==> src/rtl/tpu_fp_pkg.sv <==
// FP32 field layout and the total-order key shared by the pooling comparators.
package tpu_fp_pkg;

  localparam int unsigned FP_SIGN_BIT = 31;
  localparam int unsigned FP_EXP_W    = 8;
  localparam int unsigned FP_MAN_W    = 23;
  localparam int unsigned FP_W        = 1 + FP_EXP_W + FP_MAN_W;

  typedef struct packed {
    logic                sign;
    logic [FP_EXP_W-1:0] exp;
    logic [FP_MAN_W-1:0] man;
  } fp32_t;

  // Positive words sit above all negatives; negatives invert so larger magnitude ranks lower.
  function automatic logic [FP_W-1:0] fp32_order_key(fp32_t d);
    logic [FP_W-1:0] raw;
    raw = d;
    fp32_order_key = raw[FP_SIGN_BIT] ? ~raw : {1'b1, raw[FP_SIGN_BIT-1:0]};
  endfunction

endpackage

==> src/rtl/fp32_gt.sv <==
// Combinational strict greater-than on FP32 words using the pooling order key.
module fp32_gt
  import tpu_fp_pkg::*;
(
  input  logic [FP_W-1:0] a,
  input  logic [FP_W-1:0] b,
  output logic            gt
);

  assign gt = fp32_order_key(a) > fp32_order_key(b);

endmodule

==> src/rtl/fp32_maxpool_stream.sv <==
// Streaming FP32 max-reduction: folds groups of WINDOW words (or shorter, closed by
// in_last) into the maximum value, its position and the group length.
module fp32_maxpool_stream
  import tpu_fp_pkg::*;
#(
  parameter int unsigned WINDOW = 4,
  parameter int unsigned IDX_W  = $clog2(WINDOW)
) (
  input  logic             clk,
  input  logic             rst_n,
  input  logic             in_valid,
  output logic             in_ready,
  input  logic [FP_W-1:0]  in_data,
  input  logic             in_last,
  output logic             out_valid,
  input  logic             out_ready,
  output logic [FP_W-1:0]  out_data,
  output logic [IDX_W-1:0] out_index,
  output logic [IDX_W:0]   out_count
);

  localparam int unsigned CNT_W = IDX_W + 1;

  logic [IDX_W-1:0] cnt_q, cnt_d;
  logic [FP_W-1:0]  best_q, best_d;
  logic [IDX_W-1:0] best_idx_q, best_idx_d;
  logic             out_valid_q, out_valid_d;
  logic [FP_W-1:0]  out_data_q, out_data_d;
  logic [IDX_W-1:0] out_index_q, out_index_d;
  logic [CNT_W-1:0] out_count_q, out_count_d;

  logic             in_fire;
  logic             out_fire;
  logic             grp_first;
  logic             new_gt;
  logic             grp_close;
  logic [CNT_W-1:0] cnt_plus;
  logic [FP_W-1:0]  best_nxt;
  logic [IDX_W-1:0] idx_nxt;

  fp32_gt u_gt (
    .a  (in_data),
    .b  (best_q),
    .gt (new_gt)
  );

  assign in_ready  = !out_valid_q || out_ready;
  assign in_fire   = in_valid && in_ready;
  assign out_fire  = out_valid_q && out_ready;
  assign grp_first = (cnt_q == '0);
  assign cnt_plus  = CNT_W'(cnt_q) + CNT_W'(1);
  assign grp_close = in_last || (cnt_plus == CNT_W'(WINDOW));

  // First element loads unconditionally; later ones replace only when strictly greater.
  assign best_nxt = (grp_first || new_gt) ? in_data : best_q;
  assign idx_nxt  = grp_first ? '0 : (new_gt ? cnt_q : best_idx_q);

  always_comb begin
    cnt_d       = cnt_q;
    best_d      = best_q;
    best_idx_d  = best_idx_q;
    out_valid_d = out_valid_q;
    out_data_d  = out_data_q;
    out_index_d = out_index_q;
    out_count_d = out_count_q;

    if (out_fire) begin
      out_valid_d = 1'b0;
    end

    if (in_fire) begin
      best_d     = best_nxt;
      best_idx_d = idx_nxt;
      if (grp_close) begin
        cnt_d       = '0;
        out_valid_d = 1'b1;
        out_data_d  = best_nxt;
        out_index_d = idx_nxt;
        out_count_d = cnt_plus;
      end else begin
        cnt_d = cnt_plus[IDX_W-1:0];
      end
    end
  end

  always_ff @(posedge clk or negedge rst_n) begin
    if (!rst_n) begin
      cnt_q       <= '0;
      best_q      <= '0;
      best_idx_q  <= '0;
      out_valid_q <= 1'b0;
      out_data_q  <= '0;
      out_index_q <= '0;
      out_count_q <= '0;
    end else begin
      cnt_q       <= cnt_d;
      best_q      <= best_d;
      best_idx_q  <= best_idx_d;
      out_valid_q <= out_valid_d;
      out_data_q  <= out_data_d;
      out_index_q <= out_index_d;
      out_count_q <= out_count_d;
    end
  end

  assign out_valid = out_valid_q;
  assign out_data  = out_data_q;
  assign out_index = out_index_q;
  assign out_count = out_count_q;

endmodule

==> config.mk <==
export PLATFORM = sky130hd
export DESIGN_NAME = fp32_maxpool_stream
export DESIGN_NICKNAME = d
export VERILOG_FILES = /design/src/rtl/tpu_fp_pkg.sv /design/src/rtl/fp32_gt.sv /design/src/rtl/fp32_maxpool_stream.sv
export SDC_FILE = /design/constraint.sdc
export NUM_CORES = 1
export LEC_CHECK = 0
export ABC_AREA = 1
export BUFFER_PORTS_ARGS = -buffer_cell sky130_fd_sc_hd__buf_4
export CORE_MARGIN = 2
export CORE_UTILIZATION = 50
export CTS_CLUSTER_DIAMETER = 50
export DETAILED_ROUTE_END_ITERATION = 10
export PLACE_DENSITY = 0.72
export RECOVER_POWER = 50
export SYNTH_ARGS = -nofsm -noshare
export SYNTH_HDL_FRONTEND = slang
export SYNTH_SLANG_ARGS = --single-unit
==> constraint.sdc <==
create_clock -name clk -period 3.3 [get_ports clk]
set_clock_uncertainty 0.15 [all_clocks]
set_input_delay 0.495 -clock clk [delete_from_list [all_inputs] [get_ports clk]]
set_output_delay 0.495 -clock clk [all_outputs]
set_load 0.02 [all_outputs]
Word-level counts from Yosys, hierarchy flattened
Index checks and enable logic that the tools add are counted.
Word-level totals
  register bits: 74
  input bits: 37
  output and inout bits: 39
  word-level logic and storage cells: 29
Operators by class
  add/subtract/negate cells: 1
  order comparisons: 1
  eq/ne operators: 1
  mux-type cells: 9
  bitwise gates (word level): 2
  reduce and logical (&&, ||, !) cells: 8
Operators by type and width (count)
  $mux 32: 3
  $not 32->32: 2
  $gt 32x32->1: 1
  $mux 2: 3
  $add 2x1->3 const B: 1
  $eq 3x3->1 const B: 1
  $logic_or 1x1->1: 3
  $mux 1: 3
  $logic_and 1x1->1: 2
  $logic_not 2->1: 1
  $reduce_and 2->1: 1
  $logic_not 1->1: 1

Logic depth before layout (Yosys ltp)
Gate-level depths: netlist of run 1.
  word-level depth: 5
  mapped depth: 21
  depth with buffers taken out: 18

Hierarchy
From an unflattened synthesis of run 1, not the netlist that was laid out.
Second synthesis, totals
  cells, all modules: 610
  area total of the unflattened synthesis: 4819.6 sq um
Modules (own cells, without submodules)
  fp32_maxpool_stream: times used 1, cells an instance 434, area an instance 3469.6 sq um, sequential area each 1851.8 sq um
  fp32_gt: times used 1, cells an instance 176, area an instance 1350.0 sq um, sequential area each 0.0 sq um

Worst setup path after synthesis of run 1
OpenSTA, ideal clock, no wires.
  kind: input-to-reg
  from: input port in_data[31]
  to: register best_q[23]
  setup time: 118 ps
  arrival: 2358 ps
  required time: 3032 ps
  setup slack: 674 ps
  stages on the path: 15
  buffers on the path: 3
  path through: clkbuf_1 > buf_2 > xor2_1 > ha_1 > a21oi_1 > nor2_1 > nor2_1 > nand3_1 > a21oi_1 > nand2_2 > nand2_4 > buf_4 > nand3_1 > nand3_1 > nand2_1
On the way
  cells in the longest elaborated chain, start to end: 5
Ends and longest elaborated chain
  start, declared: RTL line fp32_maxpool_stream.sv:13  | input logic [FP_W-1:0] in_data,
  $not 32->32: RTL line tpu_fp_pkg.sv:19  | fp32_order_key = raw[FP_SIGN_BIT] ? ~raw : {1'b1, raw[FP_SIGN_BIT-1:0]};
  $mux 32 *: RTL line tpu_fp_pkg.sv:19
  $gt 32x32->1 *: RTL line fp32_gt.sv:10  | assign gt = fp32_order_key(a) > fp32_order_key(b);
  $logic_or 1x1->1 *: RTL line fp32_maxpool_stream.sv:55  | assign best_nxt = (grp_first || new_gt) ? in_data : best_q;
  $mux 32 *: RTL line fp32_maxpool_stream.sv:55
  end signal, assigned: RTL line fp32_maxpool_stream.sv:97  | best_q <= best_d;
  end, declared: RTL line fp32_maxpool_stream.sv:25  | logic [FP_W-1:0] best_q, best_d;
Mark *: on every way between the ends. The rest lies on a longest branch, timed or not.
A chain may end at the register's enable or synchronous reset.

Final worst setup path of run 1
  from: register best_q[31]
  to: register best_q[13]
On the way
  cells in the longest elaborated chain, start to end: 5
Ends and longest elaborated chain (RTL line)
  $not 32->32: tpu_fp_pkg.sv:19
  $mux 32 *: tpu_fp_pkg.sv:19
  $gt 32x32->1 *: fp32_gt.sv:10
  $logic_or 1x1->1 *: fp32_maxpool_stream.sv:55
  $mux 32 *: fp32_maxpool_stream.sv:55
Marked as above.

==> results of run 1 <==
metal layers:
layer	wire (um)	global-route usage [%]
met5	0	0
met4	94	6.87
met3	590	4.04
met2	5390	38.8
met1	5080	29.3
power groups by stage:
stage	Clock, W	Combinational (W)	Sequential (W)
2_1_floorplan	0	0.00191	0.00179
3_3_place_gp	0	0.00282	0.00160
3_5_place_dp	0	0.00291	0.00161
4_1_cts	0.000657	0.00294	0.00160
5_1_grt	0.000695	0.00324	0.00165
6_report	0.000644	0.00283	0.00159
final timing paths:
path | cells after the start | start | endpoint | slack (ps)
worst max-delay path | 14 | best_q[31] | best_q[13] | 310
worst min-delay path | 4 | out_ready | out_valid | 280
worst max register to register | 14 | best_q[31] | best_q[13] | 310
worst min register to register | 2 | out_count[2] | out_count[2] | 330
max in group asynchronous | 1 | rst_n | best_q[31] | 1290
min in group asynchronous | 1 | rst_n | out_data[2] | 490
layout make-up:
| cell class | instances | area share (%) |
|---|---|---|
| multi-input combinational | 458 | 45.0 |
| clock buffer | 12 | 2.58 |
| inverter | 80 | 5.35 |
| sequential | 74 | 33.0 |
| tap | 129 | 2.87 |
| timing repair buffer | 87 | 10.8 |
| clock inverter | 4 | 0.468 |
kinds of logic (layout without fill, tap and decap cells):
family,count (synthesis),after routing,synth area share [%]
simple gates,342,342,30.0
compound gates,20,20,2.17
fa+ha+maj,34,34,8.78
buf+inv,111,183,9.68
xor+xnor,62,62,11.2
flops,74,74,38.2
flip-flops by register name, summed over array words and instances, names as in the netlist:
register and flops:
best_idx_q 2, out_count 3, best_q 32, out_data 32, out_index 2, out_valid 1, cnt_q 2
stage by stage:
stage               hold slack (ps)  total power (W)  instance area (um2)  setup WS [ps]  instances
floorplan                      49.4          0.00370                 4850            674        643
global placement                310          0.00442                 5520            268        828
detailed placement              316          0.00452                 5520            182        828
CTS                             184          0.00519                 5690            301        844
global route                    290          0.00558                 5620           54.9        844
finish                          282          0.00506                 5620            312        844
critical path, delay by kind of cell (launching register included):
kind            cells  cell delay (ps)
simple gates        8             1090
compound gates      3              390
buf+inv             1              280
flops               1              560
fa+ha+maj           1              270
xor+xnor            1              160
Yosys cell counts:
| master | n |
|---|---|
| a21o_1 | 1 |
| a21oi_1 | 13 |
| buf_2 | 15 |
| buf_4 | 3 |
| buf_6 | 3 |
| clkbuf_1 | 10 |
| dfrtp_1 | 74 |
| ha_1 | 34 |
| inv_1 | 79 |
| inv_2 | 1 |
| nand2_1 | 217 |
| nand2_2 | 1 |
| nand2_4 | 2 |
| nand3_1 | 102 |
| nand4_1 | 6 |
| nor2_1 | 13 |
| nor2_4 | 1 |
| o21a_1 | 1 |
| o21ai_0 | 5 |
| xnor2_1 | 31 |
| xor2_1 | 31 |
==> metrics.txt, run 1 <==
crit path capture type flop; Multi-input gate area 2520 um2; failing checks max-capacitance violations, max-slew violations; sequential share of the synthesized area 38.2%; storage element area 1850 um2; Nets 781; Post-route DRC 0; GRT overflow 0; Setup-failing EPs final 0; initial antenna violation count 0; Max-Cap Viols 1; vias in the first global route 4148; maximum vdd ir drop 0.349 mV; core box area 9330 um2; Layout Utilization 60.2%; NetSw 0.00236 W; CP most frequent cell nand2_1; most frequent cells in the layout nand2_1 (217), nand3_1 (102), inv_1 (79), dfrtp_1 (73), buf_4 (65); Mapped Cells 643; cts repair resizes 0; first-pass GRT wire length 18900 um; outcome complete, but fails checks; largest net degree at the start of global routing 75; Hold Path Class in2reg; Comb pwr share 55.9%; DRT Pass-1 Iters 5; commonest non-fill, non-tap cell in the layout nand2_1; post-synthesis cell area 4850 um2; Worst setup SP type flop; max-slew headroom at the worst pin -24.3%; Fillers 882; Synthesized Nets 714; Max clock buf depth 2; GRT Total Usage 22.7%; PwrDens 902 nW/um2; crit path max fanout 32; fmax 335 MHz; drt initial violations 218; H-tree levels 3; pins over their slew limit 75; Sink Count 74; RSZ-0062 raised after global routing false; chip height 102 um; Chip Width 102 um; leakage power 3.12 nW; Area Growth Syn to Fin 15.9%; Worst-Skew Late Latency 350 ps; Clock transition at path regs 80 ps; num rows 35; Final min period 2990 ps; detailed placement HPWL 7740 um; Die ar. 10500 um2; TNS Setup 0 ps; synth unique cells 21; CTS Buf Count 9; flops & latches, synth 74; Setup Fix Bufs, Post-CTS 0; sequential cell fraction of total power 31.4%; drt via density 4.94; routability cong. 0.822; CTS root buf clkbuf_8; Req. time, crit path 3440 ps; boundary pin count 76; Post-CTS Hold Buffers 0; area leader, netlist dfrtp_1; final antenna-violating net count 0; wire per inst 13.2 um; TritonCTS clock tree yes; CP max stage delay 560 ps; layout cells sized above 1 12.3%; Antenna Cells 0; share of the synthesized area in the top cell type 38.2%; Routed WL 11200 um; Mapped Avg Cell Area 7.54 um2; P_int 0.00271 W; synth warn 0; synth top area cells dfrtp_1 (38%), nand2_1 (17%), nand3_1 (11%), ha_1 (8.8%), inv_1 (6.1%); Tcrit/Tclk final 90.5%; CP max-delay cell dfrtp_2; WP data arrival 3130 ps; Slew @ Worst Pin 1860 ps; CP Class reg2reg; Final Hold Vio Count 0; switching portion of total power 46.5%; CP Cell Sequence buf_4 -> xnor2_1 -> ha_1 -> a21oi_1 -> o21ai_0 -> nand2_1 -> nand2_1 -> a21oi_1 -> nand2_2 -> nand2_4 -> nand2_4 -> nand2_1 -> nand3_1 -> nand2_1; routed via count 4169; Buffers on Ports 75; clock power share 12.7%; Starting Density 52.0%
No activity file was read; power rests on OpenSTA's default activity.
==> run 2: changes to the inputs <==
--- a/config.mk
+++ b/config.mk
@@ -12,7 +12,7 @@
 export CTS_CLUSTER_DIAMETER = 50
 export DETAILED_ROUTE_END_ITERATION = 10
 export PLACE_DENSITY = 0.72
-export RECOVER_POWER = 50
+export RECOVER_POWER = 25
 export SYNTH_ARGS = -nofsm -noshare
 export SYNTH_HDL_FRONTEND = slang
 export SYNTH_SLANG_ARGS = --single-unit
==> run 2 against run 1 <==
The run still ends with max-capacitance violations, max-slew violations left. Sequential share of layout area decreased by 0.41 points. Clock power is essentially flat. Hold slack got worse by 0.84 ps. Worst setup slack got worse by 9.4 ps. Final area grew 1.3%. Register-to-register slack is essentially flat. Clock-buffer cell count unchanged. Non-clock buffer count is the same. Via count is 0.48% higher. Flip-flop and latch count unchanged. First-iteration DRC count shrank 6.4%. Final cell count is the same. Critical endpoint unchanged. Highest routed layer unchanged.
==> metrics.txt, run 2 (synthesis gave the netlist of run 1 again) <==
outcome complete, but fails checks; failing checks max-capacitance violations, max-slew violations; TritonCTS clock tree yes; CTS root buf clkbuf_8; Slew @ Worst Pin 1850 ps; final antenna-violating net count 0; CP Class reg2reg; CTS Buf Count 9; Die ar. 10500 um2; maximum vdd ir drop 0.363 mV; max-slew headroom at the worst pin -23.4%; TNS Setup 0 ps; Final Hold Vio Count 0; cts repair resizes 0; Antenna Cells 0; crit path max fanout 32; largest net degree at the start of global routing 75; Area Growth Syn to Fin 17.4%; commonest non-fill, non-tap cell in the layout nand2_1; drt initial violations 204; RSZ-0062 raised after global routing false; Starting Density 52.0%; Routed WL 11200 um; wire per inst 13.3 um; Post-CTS Hold Buffers 0; Final min period 3000 ps; Max-Cap Viols 1; Setup Fix Bufs, Post-CTS 0; Buffers on Ports 75; Sink Count 74; GRT Total Usage 22.7%; pins over their slew limit 75; Chip Width 102 um; Worst setup SP type flop; H-tree levels 3; Nets 781; PwrDens 907 nW/um2; Post-route DRC 0; boundary pin count 76; DRT Pass-1 Iters 4; routability cong. 0.822; core box area 9330 um2; chip height 102 um; GRT overflow 0; Tcrit/Tclk final 90.8%; fmax 334 MHz; layout cells sized above 1 15.0%; initial antenna violation count 0; Hold Path Class in2reg; first-pass GRT wire length 18900 um; WP data arrival 3140 ps; detailed placement HPWL 7740 um; routed via count 4189; hold slack 281 ps; crit path capture type flop; leakage power 3.19 nW; Clock transition at path regs 80 ps; Req. time, crit path 3440 ps; vias in the first global route 4148; Setup-failing EPs final 0; most frequent cells in the layout nand2_1 (217), nand3_1 (102), buf_4 (84), inv_1 (79), dfrtp_1 (73); Max clock buf depth 2; drt via density 4.96; Worst-Skew Late Latency 350 ps; num rows 35
-- run 2: cell count changes in the layout (fill, tap and decap cells not counted) --
cell	before	now
clkbuf_1	21	2
buf_4	65	84
-- run 2: stage by stage --
step,cell area (um2),utilization (%),setup WS [ps],instances,total power [W]
global route,5690,61.0,54.9,844,0.00567
finish,5690,61.0,303,844,0.00516
CTS,5690,61.0,301,844,0.00519
global placement,5520,59.2,268,828,0.00442
floorplan,4850,-,674,643,0.00370
detailed placement,5520,59.2,182,828,0.00452
-- run 2: final cells by class --
cell class	instances	area, um2
clock inverter	4	26.3
tap	129	161
clock buffer	12	145
sequential	74	1850
timing repair buffer	87	676
fill	860	3640
multi-input combinational	458	2520
inverter	80	300
-- run 2: worst paths after layout --
check / from / endpoint / slack, ps / cells past startpoint
min in group asynchronous: rst_n / out_data[2] / 500 / 1
worst max-delay path: best_q[31] / best_q[13] / 300 / 14
max in group asynchronous: rst_n / best_q[31] / 1300 / 1
worst min register to register: out_count[2] / out_count[2] / 330 / 2
worst max register to register: best_q[31] / best_q[13] / 300 / 14
worst min-delay path: out_ready / out_valid / 280 / 4
-- run 2: routing by layer --
metal,GRT usage [%],vias up,wire length (um),part of all wire (%)
li1,-,2135,-,-
met1,29.3,1952,5240,47
met2,38.8,95,5410,48
met3,4.04,7,477,4.2
met4,6.87,0,98,0.87
met5,0,-,0,0
-- run 2: report_power, final --
part / internal, W / leakage (nW) / switching, W
Combinational: 0.00121 / 2.19 / 0.00172
Sequential: 0.00129 / 0.912 / 0.000305
Clock: 0.000295 / 0.0868 / 0.000349
Total: 0.00279 / 3.19 / 0.00237
-- run 2: critical path: stages, from the launching register on --
cell and delay, ps:
dfrtp_2 560, buf_4 280, xnor2_1 160, ha_1 270, a21oi_1 130, o21ai_0 90, nand2_1 60, nand2_1 60
a21oi_1 170, nand2_2 110, nand2_4 230, nand2_4 290, nand2_1 190, nand3_1 90, nand2_1 70
==> run 3: changes to the inputs <==
--- a/config.mk
+++ b/config.mk
@@ -5,7 +5,7 @@
 export SDC_FILE = /design/constraint.sdc
 export NUM_CORES = 1
 export LEC_CHECK = 0
-export ABC_AREA = 1
+export ABC_AREA = 0
 export BUFFER_PORTS_ARGS = -buffer_cell sky130_fd_sc_hd__buf_4
 export CORE_MARGIN = 2
 export CORE_UTILIZATION = 50
==> run 3 against run 2 <==
Core utilization rose by 7.7 points. Maximum frequency fell by 13%. Routed wire length fell by 7.4%. Worst setup slack got worse by 440 ps. Synthesized area fell by 9.4%. Combinational power rose by 27%. The run ends with max-capacitance violations, max-slew violations, negative setup slack left. Sequential power rose by 3%. Largest power group unchanged. Hold slack got worse by 47 ps. Sequential share of layout area fell by 1.3 points. Synthesized cell count fell by 36%. Highest routed layer unchanged. Critical path type unchanged. Non-clock buffer count rose by 24. Critical endpoint is now best_q[20].
==> metrics.txt, run 3 <==
outcome complete, but fails checks; failing checks max-capacitance violations, max-slew violations, negative setup slack; Worst Hold End best_q[21]; Tcrit/Tclk final 104%; wire per inst 16.7 um; RSZ-0062 raised after global routing true; Starting Density 50.8%; Chip Width 97.7 um; maximum vdd ir drop 0.476 mV; max-slew headroom at the worst pin -27.8%; commonest non-fill, non-tap cell in the layout buf_4; reg2reg end best_q[20]; CP most frequent cell buf_12; drt initial violations 84; CP Cell Sequence buf_12 -> buf_4 -> ha_4 -> nand4_1 -> or4_4 -> nor3_2 -> o22ai_2 -> nor3_4 -> nor2_4 -> buf_12 -> clkbuf_16 -> mux2_1; WP data arrival 3510 ps; routability cong. 0.809; Final WS setup -135 ps; Slew @ Worst Pin 1920 ps; Sink Count 74; buffers plus inverters on the worst setup path 4; synth top area cells dfrtp_1 (42%), ha_1 (9.7%), mux2_1 (7.4%), mux2i_1 (7.3%), xnor2_1 (6.2%); crit path max fanout 8; Max clock buf depth 2; DRT Pass-1 Iters 4; r2r startpoint best_q[31]; Fillers 619; worst r2r path cells 12; Area Growth Syn to Fin 35.1%; Post-route DRC 0; TNS Setup -2810 ps; synth unique cells 40; leakage power 2.68 nW; delay-heaviest family, CP simple AND/OR/NAND/NOR gates; first-pass GRT wire length 15500 um; flops & latches, synth 74; layout cells sized above 1 34.3%; Buffers on Ports 75; Worst setup SP type flop; chip height 97.7 um; core box area 8640 um2; area leader, netlist dfrtp_1; share of the synthesized area in the top cell type 42.2%; Hold Path Class in2reg; hold slack 234 ps; Final Hold Vio Count 0; Clock transition at path regs 80 ps; post-synthesis cell area 4390 um2; detailed placement HPWL 6570 um; largest net degree at the start of global routing 75; Hold Path Origin in_data[21]; routed via count 3352; sequential share of the synthesized area 42.2%; crit path capture type flop; num rows 34; Nets 580; number of flops mapped to enable cells by yosys 0; fmax 291 MHz; boundary pin count 76; CP Class reg2reg; Setup-failing EPs final 49; Synthesized Nets 480; CTS Buf Count 9; Mapped Cells 409; synth cell count leaders dfrtp_1 (74), a21oi_1 (45), ha_1 (34), nor2_1 (34), mux2i_1 (32); Final min period 3440 ps; Worst-Skew Late Latency 360 ps; R2R setup slack -140 ps; fraction of registers with async set or reset after synthesis 100%; GRT Total Usage 19.9%; TritonCTS clock tree yes; initial antenna violation count 0; CP max stage delay 590 ps; H-tree levels 3; Antenna Cells 0; Req. time, crit path 3380 ps; vias in the first global route 3219; synth warn 0; drt via density 5.40; Most used DFF post-synth dfrtp_1; final antenna-violating net count 0; pins over their slew limit 75; Mapped Avg Cell Area 10.7 um2; GRT overflow 0; Max-Cap Viols 1; hold depth 2; Routed WL 10400 um; PwrDens 1010 nW/um2; CTS root buf clkbuf_8; Die ar. 9550 um2; most common cell in the synthesized netlist dfrtp_1; CP max-delay cell or4_4; most frequent cells in the layout buf_4 (94), dfrtp_1 (73), a21oi_1 (43), nor2_1 (33), mux2i_1 (32)
run 3: changes by cell type in the layout (fill, tap and decap cells not counted), moves of 4 or more:
cell	previous run	this run
clkbuf_16	0	5
buf_12	2	10
buf_4	84	94
nand3_1	102	3
xnor2_1	31	24
xnor2_2	0	4
inv_1	79	7
nor2_1	13	33
a21oi_1	13	43
mux2i_1	0	32
mux2_1	0	6
mux2_4	0	24
nand2_1	217	16
run 3: layer usage:
metal	wire length (um)	global-route usage (%)	vias to the layer above	part of all wire (%)
met5	0	0	-	0
met4	92	4.38	0	0.88
met3	393	4.89	11	3.8
met2	5060	31.9	58	49
met1	4850	27.7	1654	47
li1	-	-	1629	-
run 3: layout make-up:
| class | count | area [um2] | share of cell area [%] |
|---|---|---|---|
| Inverter | 7 | 26.3 | 0.443 |
| Timing Repair Buffer | 111 | 1050 | 17.7 |
| Multi-Input combinational cell | 306 | 2720 | 45.8 |
| Clock inverter | 3 | 17.5 | 0.295 |
| Clock buffer | 12 | 135 | 2.28 |
| Tap cell | 108 | 135 | 2.28 |
| Sequential cell | 74 | 1850 | 31.3 |
run 3: metrics by stage:
stage	instances	util, %	total power, W	area (um2)	setup WS, ps
4_1_cts	612	63.6	0.00534	5490	2.46
6_report	621	68.7	0.00597	5930	-135
5_1_grt	621	68.7	0.00640	5930	-231
3_3_place_gp	597	61.8	0.00459	5330	-155
2_1_floorplan	409	-	0.00368	4510	-91.1
3_5_place_dp	597	61.8	0.00471	5330	-222
run 3: power by group:
group	switching (W)	internal (W)
Clock	0.000338	0.000267
Combinational	0.00170	0.00201
Sequential	0.000350	0.00130
run 3: repair_timing:
action | CTS | global route
setup endpoints to repair | 2 | 67
hold endpoints to repair | 0 | 0
pin swaps | 0 | 10
gates resized for setup | 1 | 48
cloned | 0 | 6
buffers inserted | 0 | 3
hold buffers | 0 | 0
run 3: worst max path at each step:
stage                start      endpoint  slack, ps  cells after the start
4_1_cts         best_q[31]  out_data[29]          2                     11
3_3_place_gp   in_data[31]  out_data[18]       -160                     12
2_1_floorplan  in_data[31]    best_q[10]        -90                     12
6_report        best_q[31]    best_q[20]       -140                     12
3_5_place_dp   in_data[31]     best_q[0]       -220                     12
5_1_grt         best_q[31]    best_q[20]       -230                     12
run 3: cell families (layout without fill, tap and decap cells):
family | count (synthesis) | after routing | synth area share, %
buffers and inverters | 29 | 133 | 2.99
AOI/OAI and AO/OA | 70 | 70 | 9.12
xor gates and xnor gates | 62 | 62 | 12.4
and+or+nand+nor | 76 | 76 | 8.15
muxes | 64 | 64 | 15.5
DFF | 74 | 74 | 42.2
adders and majority gates | 34 | 34 | 9.69
